==> src/rtl/riscv.sv <==
// -----------------------------------------------------------------------------
// riscv
// Definitions shared by the arithmetic issue queue: tag and uop widths, the
// arithmetic uop encoding, and the layout of one queue entry.
// No ports. This is a package imported with `import riscv::*;`.
// -----------------------------------------------------------------------------
package riscv;

  localparam int PTAG_W = 6;
  localparam int UOP_W  = 5;

  typedef enum logic [UOP_W-1:0] {
    UOP_ADD  = 5'd0,
    UOP_SUB  = 5'd1,
    UOP_AND  = 5'd2,
    UOP_OR   = 5'd3,
    UOP_XOR  = 5'd4,
    UOP_SLL  = 5'd5,
    UOP_SRL  = 5'd6,
    UOP_SRA  = 5'd7,
    UOP_SLT  = 5'd8,
    UOP_SLTU = 5'd9,
    UOP_LUI  = 5'd10,
    UOP_AUIPC = 5'd11
  } arith_uop_e;

  // The uop field is a plain vector so that any rename encoding is carried
  // through unchanged; arith_uop_e names the standard codes.
  typedef struct packed {
    logic              valid;
    logic [UOP_W-1:0]  uop;
    logic [PTAG_W-1:0] rd;
    logic [PTAG_W-1:0] rs1;
    logic              rs1_rdy;
    logic [PTAG_W-1:0] rs2;
    logic              rs2_rdy;
    logic              use_imm;
    logic [31:0]       imm;
  } iq_entry_t;

  // Physical tag 0 maps to x0, which never waits on a producer.
  function automatic logic is_zero_tag(input logic [PTAG_W-1:0] tag);
    return (tag == '0);
  endfunction

endpackage

==> src/rtl/arith_issue_queue_if.sv <==
// -----------------------------------------------------------------------------
// arith_issue_queue_if
// Handshake bundle between rename, the arithmetic issue queue and the ALU.
// Signals:
//   enq_valid_i/enq_ready_o + enq_* payload : rename -> queue
//   iss_valid_o/iss_ready_i + iss_* payload : queue -> ALU
// Modports:
//   slave  : the issue queue (accepts enqueues, drives issue)
//   master : the environment (rename + ALU side)
// -----------------------------------------------------------------------------
interface arith_issue_queue_if;
  import riscv::*;

  logic              enq_valid_i;
  logic              enq_ready_o;
  logic [UOP_W-1:0]  enq_uop_i;
  logic [PTAG_W-1:0] enq_rd_i;
  logic [PTAG_W-1:0] enq_rs1_i;
  logic              enq_rs1_rdy_i;
  logic [PTAG_W-1:0] enq_rs2_i;
  logic              enq_rs2_rdy_i;
  logic              enq_use_imm_i;
  logic [31:0]       enq_imm_i;

  logic              iss_valid_o;
  logic              iss_ready_i;
  logic [UOP_W-1:0]  iss_uop_o;
  logic [PTAG_W-1:0] iss_rd_o;
  logic [PTAG_W-1:0] iss_rs1_o;
  logic [PTAG_W-1:0] iss_rs2_o;
  logic              iss_use_imm_o;
  logic [31:0]       iss_imm_o;

  modport slave (
    input  enq_valid_i, enq_uop_i, enq_rd_i, enq_rs1_i, enq_rs1_rdy_i,
           enq_rs2_i, enq_rs2_rdy_i, enq_use_imm_i, enq_imm_i, iss_ready_i,
    output enq_ready_o, iss_valid_o, iss_uop_o, iss_rd_o, iss_rs1_o,
           iss_rs2_o, iss_use_imm_o, iss_imm_o
  );

  modport master (
    output enq_valid_i, enq_uop_i, enq_rd_i, enq_rs1_i, enq_rs1_rdy_i,
           enq_rs2_i, enq_rs2_rdy_i, enq_use_imm_i, enq_imm_i, iss_ready_i,
    input  enq_ready_o, iss_valid_o, iss_uop_o, iss_rd_o, iss_rs1_o,
           iss_rs2_o, iss_use_imm_o, iss_imm_o
  );

endinterface

==> src/rtl/tag_wakeup_match.sv <==
// -----------------------------------------------------------------------------
// tag_wakeup_match
// Compares one physical tag against every writeback wakeup port.
// Ports:
//   tag_i    : tag to look up
//   wb_v_i   : valid per wakeup port
//   wb_tag_i : wakeup tags, port k at [k*PTAG_W +: PTAG_W]
//   hit_o    : some valid port carries tag_i
// Purely combinational.
// -----------------------------------------------------------------------------
module tag_wakeup_match
  import riscv::*;
#(
  parameter int NB_WB = 2
) (
  input  logic [PTAG_W-1:0]       tag_i,
  input  logic [NB_WB-1:0]        wb_v_i,
  input  logic [NB_WB*PTAG_W-1:0] wb_tag_i,
  output logic                    hit_o
);

  always_comb begin
    hit_o = 1'b0;
    for (int k = 0; k < NB_WB; k++) begin
      if (wb_v_i[k] && (wb_tag_i[k*PTAG_W +: PTAG_W] == tag_i)) begin
        hit_o = 1'b1;
      end
    end
  end

endmodule

==> src/rtl/arith_issue_queue.sv <==
// -----------------------------------------------------------------------------
// arith_issue_queue
// In-order issue queue between rename and the arithmetic unit. Renamed uops
// are written into a circular buffer, writeback wakeups set their source-ready
// bits, and the head entry issues once both sources are ready.
// Ports:
//   clk, rst      : clock, asynchronous active-high reset
//   flush_i       : synchronous flush, empties the queue
//   iq            : arith_issue_queue_if.slave (enqueue and issue handshakes)
//   wb_v_i        : wakeup valid per writeback port
//   wb_tag_i      : wakeup tags, port k at [k*PTAG_W +: PTAG_W]
//   count_o       : occupied entries
//   perf_stall_cnt_o : cycles the head waited on operands (ARITH_IQ_PERF_EN)
// Build option: define ARITH_IQ_PERF_EN to add the stall counter.
// -----------------------------------------------------------------------------
module arith_issue_queue
  import riscv::*;
#(
  parameter int DEPTH = 8,
  parameter int NB_WB = 2
) (
  input  logic                    clk,
  input  logic                    rst,
  input  logic                    flush_i,
  arith_issue_queue_if.slave      iq,
  input  logic [NB_WB-1:0]        wb_v_i,
  input  logic [NB_WB*PTAG_W-1:0] wb_tag_i,
  output logic [$clog2(DEPTH):0]  count_o
`ifdef ARITH_IQ_PERF_EN
  ,
  output logic [31:0]             perf_stall_cnt_o
`endif
);

  localparam int AW = $clog2(DEPTH);
  typedef logic [AW:0] ptr_t;

  iq_entry_t        mem [DEPTH];
  ptr_t             head;
  ptr_t             tail;
  logic [AW-1:0]    head_idx;
  logic [AW-1:0]    tail_idx;
  logic             full;
  logic             enq_fire;
  logic             iss_fire;
  iq_entry_t        head_entry;
  logic             head_rdy;
  iq_entry_t        enq_entry;
  logic [DEPTH-1:0] rs1_hit;
  logic [DEPTH-1:0] rs2_hit;
  logic             enq_rs1_hit;
  logic             enq_rs2_hit;

  assign head_idx = head[AW-1:0];
  assign tail_idx = tail[AW-1:0];

  // Same index with opposite wrap bits means the tail has lapped the head.
  assign full    = (head_idx == tail_idx) && (head[AW] != tail[AW]);
  assign count_o = tail - head;

  for (genvar i = 0; i < DEPTH; i++) begin : g_entry_match
    tag_wakeup_match #(.NB_WB(NB_WB)) u_rs1_match (
      .tag_i    (mem[i].rs1),
      .wb_v_i   (wb_v_i),
      .wb_tag_i (wb_tag_i),
      .hit_o    (rs1_hit[i])
    );
    tag_wakeup_match #(.NB_WB(NB_WB)) u_rs2_match (
      .tag_i    (mem[i].rs2),
      .wb_v_i   (wb_v_i),
      .wb_tag_i (wb_tag_i),
      .hit_o    (rs2_hit[i])
    );
  end

  // A producer writing back in the same cycle as the enqueue must not be
  // missed, so the incoming sources are matched against the buses too.
  tag_wakeup_match #(.NB_WB(NB_WB)) u_enq_rs1_match (
    .tag_i    (iq.enq_rs1_i),
    .wb_v_i   (wb_v_i),
    .wb_tag_i (wb_tag_i),
    .hit_o    (enq_rs1_hit)
  );
  tag_wakeup_match #(.NB_WB(NB_WB)) u_enq_rs2_match (
    .tag_i    (iq.enq_rs2_i),
    .wb_v_i   (wb_v_i),
    .wb_tag_i (wb_tag_i),
    .hit_o    (enq_rs2_hit)
  );

  always_comb begin
    enq_entry         = '0;
    enq_entry.valid   = 1'b1;
    enq_entry.uop     = iq.enq_uop_i;
    enq_entry.rd      = iq.enq_rd_i;
    enq_entry.rs1     = iq.enq_rs1_i;
    enq_entry.rs1_rdy = iq.enq_rs1_rdy_i | enq_rs1_hit | is_zero_tag(iq.enq_rs1_i);
    enq_entry.rs2     = iq.enq_rs2_i;
    enq_entry.rs2_rdy = iq.enq_rs2_rdy_i | enq_rs2_hit | is_zero_tag(iq.enq_rs2_i)
                      | iq.enq_use_imm_i;
    enq_entry.use_imm = iq.enq_use_imm_i;
    enq_entry.imm     = iq.enq_imm_i;
  end

  // Readiness uses stored bits only; a wakeup seen this cycle counts next cycle.
  assign head_entry     = mem[head_idx];
  assign head_rdy       = head_entry.rs1_rdy & head_entry.rs2_rdy;
  assign iq.iss_valid_o = head_entry.valid & head_rdy;
  assign iq.enq_ready_o = ~full;

  assign enq_fire = iq.enq_valid_i & ~full & ~flush_i;
  assign iss_fire = iq.iss_valid_o & iq.iss_ready_i & ~flush_i;

  // Payload is forced to zero when the head slot is empty so stale data from
  // already-issued entries never appears on the bus.
  always_comb begin
    iq.iss_uop_o     = '0;
    iq.iss_rd_o      = '0;
    iq.iss_rs1_o     = '0;
    iq.iss_rs2_o     = '0;
    iq.iss_use_imm_o = 1'b0;
    iq.iss_imm_o     = '0;
    if (head_entry.valid) begin
      iq.iss_uop_o     = head_entry.uop;
      iq.iss_rd_o      = head_entry.rd;
      iq.iss_rs1_o     = head_entry.rs1;
      iq.iss_rs2_o     = head_entry.rs2;
      iq.iss_use_imm_o = head_entry.use_imm;
      iq.iss_imm_o     = head_entry.imm;
    end
  end

  always_ff @(posedge clk or posedge rst) begin
    if (rst) begin
      for (int i = 0; i < DEPTH; i++) begin
        mem[i] <= '0;
      end
      head <= '0;
      tail <= '0;
    end else if (flush_i) begin
      for (int i = 0; i < DEPTH; i++) begin
        mem[i].valid <= 1'b0;
      end
      head <= '0;
      tail <= '0;
    end else begin
      for (int i = 0; i < DEPTH; i++) begin
        if (mem[i].valid) begin
          if (rs1_hit[i]) mem[i].rs1_rdy <= 1'b1;
          if (rs2_hit[i]) mem[i].rs2_rdy <= 1'b1;
        end
      end
      if (iss_fire) begin
        mem[head_idx].valid <= 1'b0;
        head                <= head + ptr_t'(1);
      end
      // Never the same slot as the issue: issue needs a non-empty queue and
      // enqueue a non-full one, so tail differs from head whenever both fire.
      if (enq_fire) begin
        mem[tail_idx] <= enq_entry;
        tail          <= tail + ptr_t'(1);
      end
    end
  end

`ifdef ARITH_IQ_PERF_EN
  // Counts operand stalls of the head; survives flushes and saturates.
  always_ff @(posedge clk or posedge rst) begin
    if (rst) begin
      perf_stall_cnt_o <= '0;
    end else if (head_entry.valid && !head_rdy && (perf_stall_cnt_o != 32'hFFFF_FFFF)) begin
      perf_stall_cnt_o <= perf_stall_cnt_o + 32'd1;
    end
  end
`endif

endmodule

==> src/flat_wrapper.sv <==
// flat-port wrapper written by rule: the top's interface ports become plain ports
module arith_issue_queue_flat import riscv::*;
#(
  parameter int DEPTH = 8,
  parameter int NB_WB = 2
)
  (clk, rst, flush_i, wb_v_i, wb_tag_i, count_o, iq_enq_valid_i, iq_enq_uop_i, iq_enq_rd_i, iq_enq_rs1_i, iq_enq_rs1_rdy_i, iq_enq_rs2_i, iq_enq_rs2_rdy_i, iq_enq_use_imm_i, iq_enq_imm_i, iq_iss_ready_i, iq_enq_ready_o, iq_iss_valid_o, iq_iss_uop_o, iq_iss_rd_o, iq_iss_rs1_o, iq_iss_rs2_o, iq_iss_use_imm_o, iq_iss_imm_o);
  arith_issue_queue_if iq_i ();
  input  logic clk;
  input  logic rst;
  input  logic flush_i;
  input  logic [NB_WB-1:0] wb_v_i;
  input  logic [NB_WB*PTAG_W-1:0] wb_tag_i;
  output logic [$clog2(DEPTH):0] count_o;
  input wire logic [$bits(iq_i.enq_valid_i)-1:0] iq_enq_valid_i;
  input wire logic [$bits(iq_i.enq_uop_i)-1:0] iq_enq_uop_i;
  input wire logic [$bits(iq_i.enq_rd_i)-1:0] iq_enq_rd_i;
  input wire logic [$bits(iq_i.enq_rs1_i)-1:0] iq_enq_rs1_i;
  input wire logic [$bits(iq_i.enq_rs1_rdy_i)-1:0] iq_enq_rs1_rdy_i;
  input wire logic [$bits(iq_i.enq_rs2_i)-1:0] iq_enq_rs2_i;
  input wire logic [$bits(iq_i.enq_rs2_rdy_i)-1:0] iq_enq_rs2_rdy_i;
  input wire logic [$bits(iq_i.enq_use_imm_i)-1:0] iq_enq_use_imm_i;
  input wire logic [$bits(iq_i.enq_imm_i)-1:0] iq_enq_imm_i;
  input wire logic [$bits(iq_i.iss_ready_i)-1:0] iq_iss_ready_i;
  output wire logic [$bits(iq_i.enq_ready_o)-1:0] iq_enq_ready_o;
  output wire logic [$bits(iq_i.iss_valid_o)-1:0] iq_iss_valid_o;
  output wire logic [$bits(iq_i.iss_uop_o)-1:0] iq_iss_uop_o;
  output wire logic [$bits(iq_i.iss_rd_o)-1:0] iq_iss_rd_o;
  output wire logic [$bits(iq_i.iss_rs1_o)-1:0] iq_iss_rs1_o;
  output wire logic [$bits(iq_i.iss_rs2_o)-1:0] iq_iss_rs2_o;
  output wire logic [$bits(iq_i.iss_use_imm_o)-1:0] iq_iss_use_imm_o;
  output wire logic [$bits(iq_i.iss_imm_o)-1:0] iq_iss_imm_o;
  assign iq_i.enq_valid_i = iq_enq_valid_i;
  assign iq_i.enq_uop_i = iq_enq_uop_i;
  assign iq_i.enq_rd_i = iq_enq_rd_i;
  assign iq_i.enq_rs1_i = iq_enq_rs1_i;
  assign iq_i.enq_rs1_rdy_i = iq_enq_rs1_rdy_i;
  assign iq_i.enq_rs2_i = iq_enq_rs2_i;
  assign iq_i.enq_rs2_rdy_i = iq_enq_rs2_rdy_i;
  assign iq_i.enq_use_imm_i = iq_enq_use_imm_i;
  assign iq_i.enq_imm_i = iq_enq_imm_i;
  assign iq_i.iss_ready_i = iq_iss_ready_i;
  assign iq_enq_ready_o = iq_i.enq_ready_o;
  assign iq_iss_valid_o = iq_i.iss_valid_o;
  assign iq_iss_uop_o = iq_i.iss_uop_o;
  assign iq_iss_rd_o = iq_i.iss_rd_o;
  assign iq_iss_rs1_o = iq_i.iss_rs1_o;
  assign iq_iss_rs2_o = iq_i.iss_rs2_o;
  assign iq_iss_use_imm_o = iq_i.iss_use_imm_o;
  assign iq_iss_imm_o = iq_i.iss_imm_o;
  arith_issue_queue #(.DEPTH(DEPTH), .NB_WB(NB_WB)) u_core (.clk(clk), .rst(rst), .flush_i(flush_i), .iq(iq_i), .wb_v_i(wb_v_i), .wb_tag_i(wb_tag_i), .count_o(count_o));
endmodule
==> config.mk <==
export PLATFORM = sky130hd
export DESIGN_NAME = arith_issue_queue_flat
export DESIGN_NICKNAME = d
export VERILOG_FILES = /design/src/rtl/riscv.sv /design/src/rtl/arith_issue_queue_if.sv /design/src/rtl/tag_wakeup_match.sv /design/src/rtl/arith_issue_queue.sv /design/src/flat_wrapper.sv
export SDC_FILE = /design/constraint.sdc
export NUM_CORES = 1
export LEC_CHECK = 0
export BUFFER_PORTS_ARGS = -buffer_cell sky130_fd_sc_hd__buf_4
export CAP_MARGIN = 5
export CORE_UTILIZATION = 69
export CTS_BUF_LIST = sky130_fd_sc_hd__clkbuf_8
export CTS_CLUSTER_SIZE = 40
export DETAILED_ROUTE_END_ITERATION = 8
export PLACE_DENSITY = 0.95
export SYNTH_ARGS = -nofsm -noshare
export SYNTH_HDL_FRONTEND = slang
export SYNTH_SLANG_ARGS = --single-unit
==> constraint.sdc <==
create_clock -name clk -period 33 [get_ports clk]
set_input_delay 4.95 -clock clk [delete_from_list [all_inputs] [get_ports clk]]
set_output_delay 4.95 -clock clk [all_outputs]
set_load 0.1 [all_outputs]
==> impl_metrics.tcl <==
set metrics [dict create \
    p_sw_share_pct 31.6 \
    cts_buffers 78 \
    finalHoldViolCount 0 \
    rsz0062_at_grt "no" \
    placementRows 68 \
    wl_per_cell_um 25.7 \
    p_int_mw 1.11 \
    leakage_nw 12.2 \
    dieArea_um2 36200 \
    ios 139 \
    postCtsSetupRepairBufs 0 \
    p_clk_share_pct 29.9 \
    area_growth_pct 10.6 \
    drtPass1Iterations 5 \
    ir_worst_vdd_uv 49.4 \
    timing.fmax_mhz 106 \
    vias 16376 \
    grt_pass1_vias 17393 \
    cts_resized 0 \
    diodes 0 \
    ys_ff_latch 480 \
    r2r_cells 8 \
    cts-root-buf "clkbuf_8" \
    fin_total_pwr_mw 1.63 \
    dp_hpwl_mm 36.0 \
    skew_ns 0.0239 \
    drc 0 \
    timing.rr.end "u_core.mem[237]" \
    cp-end-kind "output port" \
    min_period_ns 9.46 \
    start_util_pct 70.4 \
    ys_warn_count 0 \
    crit_buf_inv 3 \
    yosysUniqueCellTypes 44 \
    cpMostUsedCell "buf_4" \
    grt-ovfl-total 0 \
    synth_seq_area_share_pct 49.2 \
    cts_buffer_depth 3 \
    crit_type "reg -> out" \
    slew-limit-headroom_pct 23.9 \
    final_util_pct 77.8 \
    route.antenna.remaining_nets 0 \
    cts_max_level 3 \
    grt_antenna_before_repair 0 \
    r2r_slack_ns 28.67 \
    dieHeight_um 190 \
    min_path_type "reg -> reg" \
    die_w_um 190 \
    setup_viol 0 \
    min_period_over_period_pct 28.7 \
    required_ns 28.05 \
    synth_fp_nets 1892 \
    cp.arrival_ns 4.51 \
    core_area_um2 34700 \
    grt_usage_pct 35.4 \
    hold_buffers 0 \
    holdPathEnd "u_core.mem[445]" \
    syn_avg_cell_area_um2 13.5 \
    postPlaceCellArea_um2 25600 \
    status "completed" \
    cts_tree "yes" \
    slowest_stage "dfrtp_4" \
    via_per_inst 6.81 \
    mappedNetlistArea_um2 24400 \
    finalMaxSlewViolations 0 \
    hp-start "u_core.mem[445]" \
    syn-instance-count 1809 \
    crit_family "buffers and inverters" \
    setup_tns_ns 0 \
    share_comb_of_total_power_pct 23.9 \
    fin_area_um2 27000 \
    cp-start-kind "register" \
    holdPathStages 1 \
    grt_max_degree 130 \
    cts_sinks 480 \
    grt_first_pass_wirelength_mm 97.2 \
    nNetsFinal 1984 \
    p_sw_uw 515 \
    slowest_delay_ns 1.04 \
    clk_pin_slew_ns 0.06 \
    wirelength_mm 61.8 \
    r2r-start "u_core.head[0]" \
    portBuffers 138 \
    crit_path_cell_trace "buf_4 -> nor2b_1 -> a22oi_1 -> nand2_2 -> buf_4 -> a21oi_1 -> buf_4" \
    gp_congestion 0.914 \
    dr.first_iter.drc_count 1333 \
    p_per_area_nw_per_um2 60.3 \
    drive_above_1_share_pct 43.0 \
    worst_slew_pin_slew_ns 1.14 \
    pwr-share-seq_pct 46.2 \
    maxCapViolCount 0 \
    cp_max_fo 60 \
    clk_latency_ns 0.64 \
]
[layout by cell type, fill, tap and decap left out, drive strengths merged, types with 2 or more instances in the layout]
master    n
dfrtp   480
mux2    450
xnor2   208
buf     153
nand2   125
mux4    112
clkbuf   91
a21oi    77
inv      39
nand4    38
nand3    38
mux2i    25
o22ai    16
xor2     14
nor2     13
nor2b    11
nor4      9
a311oi    7
clkinv    7
ha        5
a31oi     4
nor3      4
a22oi     3
nand2b    3
o211ai    2
o21ai     2
[routing by layer]
layer	part of all wire, %	vias up	track usage [%]
li1	-	6711	-
met1	38	8558	46.5
met2	49	892	57.0
met3	8.1	215	6.59
met4	4.3	0	17.8
met5	0	-	0
[how the worst max path moves through the flow]
stage | start | end | slack [ns] | cells past startpoint
global route | u_core.head[2] | iq_iss_imm_o[24] | 23.43 | 7
CTS | u_core.head[2] | iq_iss_imm_o[24] | 23.63 | 7
global placement | u_core.head[2] | iq_iss_valid_o | 24.51 | 7
finish | u_core.head[2] | iq_iss_imm_o[24] | 23.54 | 7
floorplan | rst | u_core.head[0] | 14.66 | 1
detailed placement | u_core.head[2] | iq_iss_imm_o[24] | 24.34 | 7
[final cells by class]
cell class,instances,area (um^2)
clock inverters,36,196
repair buffers,153,1150
flip-flops and latches,480,12000
inverters,10,45.0
clock buffers,91,1250
multi-input cells,1178,11800
well taps,455,569
fillers,1955,7690
[kinds of logic (layout without fill, tap and decap cells)]
family                   count (synthesis)  count (layout)  share of synthesized area [%]
AND/OR/NAND/NOR                        245             245                           4.77
adder cells (fa/ha/maj)                  6               6                          0.338
flip-flops                             480             480                           49.2
XOR/XNOR                               222             222                           7.99
AO/OA/AOI/OAI                          118             118                           2.79
buffers and inverters                  151             290                           2.87
multiplexers                           587             587                           32.1
[registers in the layout, summed over array words and instances, names as in the netlist]
name / count
u_core.head: 4
u_core.mem: 472
u_core.tail: 4
[cell usage after synthesis]
| cell | instances | area (um^2) |
|---|---|---|
| a211oi_1 | 1 | 7.51 |
| a21o_1 | 1 | 7.51 |
| a21oi_1 | 77 | 385 |
| a22o_1 | 1 | 8.76 |
| a22oi_1 | 3 | 22.5 |
| a311oi_1 | 7 | 61.3 |
| a31oi_1 | 4 | 25.0 |
| and2_1 | 1 | 6.26 |
| buf_1 | 9 | 33.8 |
| buf_2 | 83 | 415 |
| buf_4 | 8 | 60.1 |
| clkbuf_1 | 41 | 154 |
| dfrtp_1 | 480 | 12000 |
| fa_1 | 1 | 20.0 |
| ha_1 | 5 | 62.6 |
| inv_1 | 10 | 37.5 |
| mux2_2 | 450 | 5070 |
| mux2i_1 | 25 | 250 |
| mux4_2 | 112 | 2520 |
| nand2_1 | 125 | 469 |
| nand2b_1 | 3 | 18.8 |
| nand3_1 | 37 | 185 |
| nand3_2 | 1 | 10.0 |
| nand4_1 | 38 | 238 |
| nor2_1 | 13 | 48.8 |
| nor2b_1 | 11 | 68.8 |
| nor3_1 | 3 | 15.0 |
| nor3_2 | 1 | 10.0 |
| nor3b_4 | 1 | 18.8 |
| nor4_1 | 8 | 50.1 |
| nor4_2 | 1 | 12.5 |
| o211ai_1 | 2 | 15.0 |
| o21a_1 | 1 | 7.51 |
| o21ai_0 | 1 | 5.00 |
| o21ai_2 | 1 | 8.76 |
| o21ba_2 | 1 | 10.0 |
| o22ai_1 | 16 | 100 |
| o31a_1 | 1 | 8.76 |
| o41ai_1 | 1 | 8.76 |
| or2_2 | 1 | 6.26 |
| or4_1 | 1 | 7.51 |
| xnor2_1 | 207 | 1810 |
| xnor2_2 | 1 | 16.3 |
| xor2_1 | 14 | 123 |
[power by group through the flow]
| stage | clock, mW | combinational (mW) | sequential [mW] |
|---|---|---|---|
| 5_1_grt | 0.518 | 0.412 | 0.761 |
| 2_1_floorplan | 0 | 0.311 | 0.732 |
| 4_1_cts | 0.491 | 0.389 | 0.749 |
| 3_3_place_gp | 0 | 0.370 | 0.747 |
| 3_5_place_dp | 0 | 0.384 | 0.756 |
| 6_report | 0.488 | 0.389 | 0.753 |
[through the flow]
step                std cells  hold WS [ns]  setup WS (ns)
finish                   2403         0.500          23.54
CTS                      2403         0.501          23.63
floorplan                1809         0.474          14.66
global placement         2276         0.481          24.51
detailed placement       2276         0.488          24.34
global route             2403         0.510          23.43
Power figures use the tool's default switching activity.
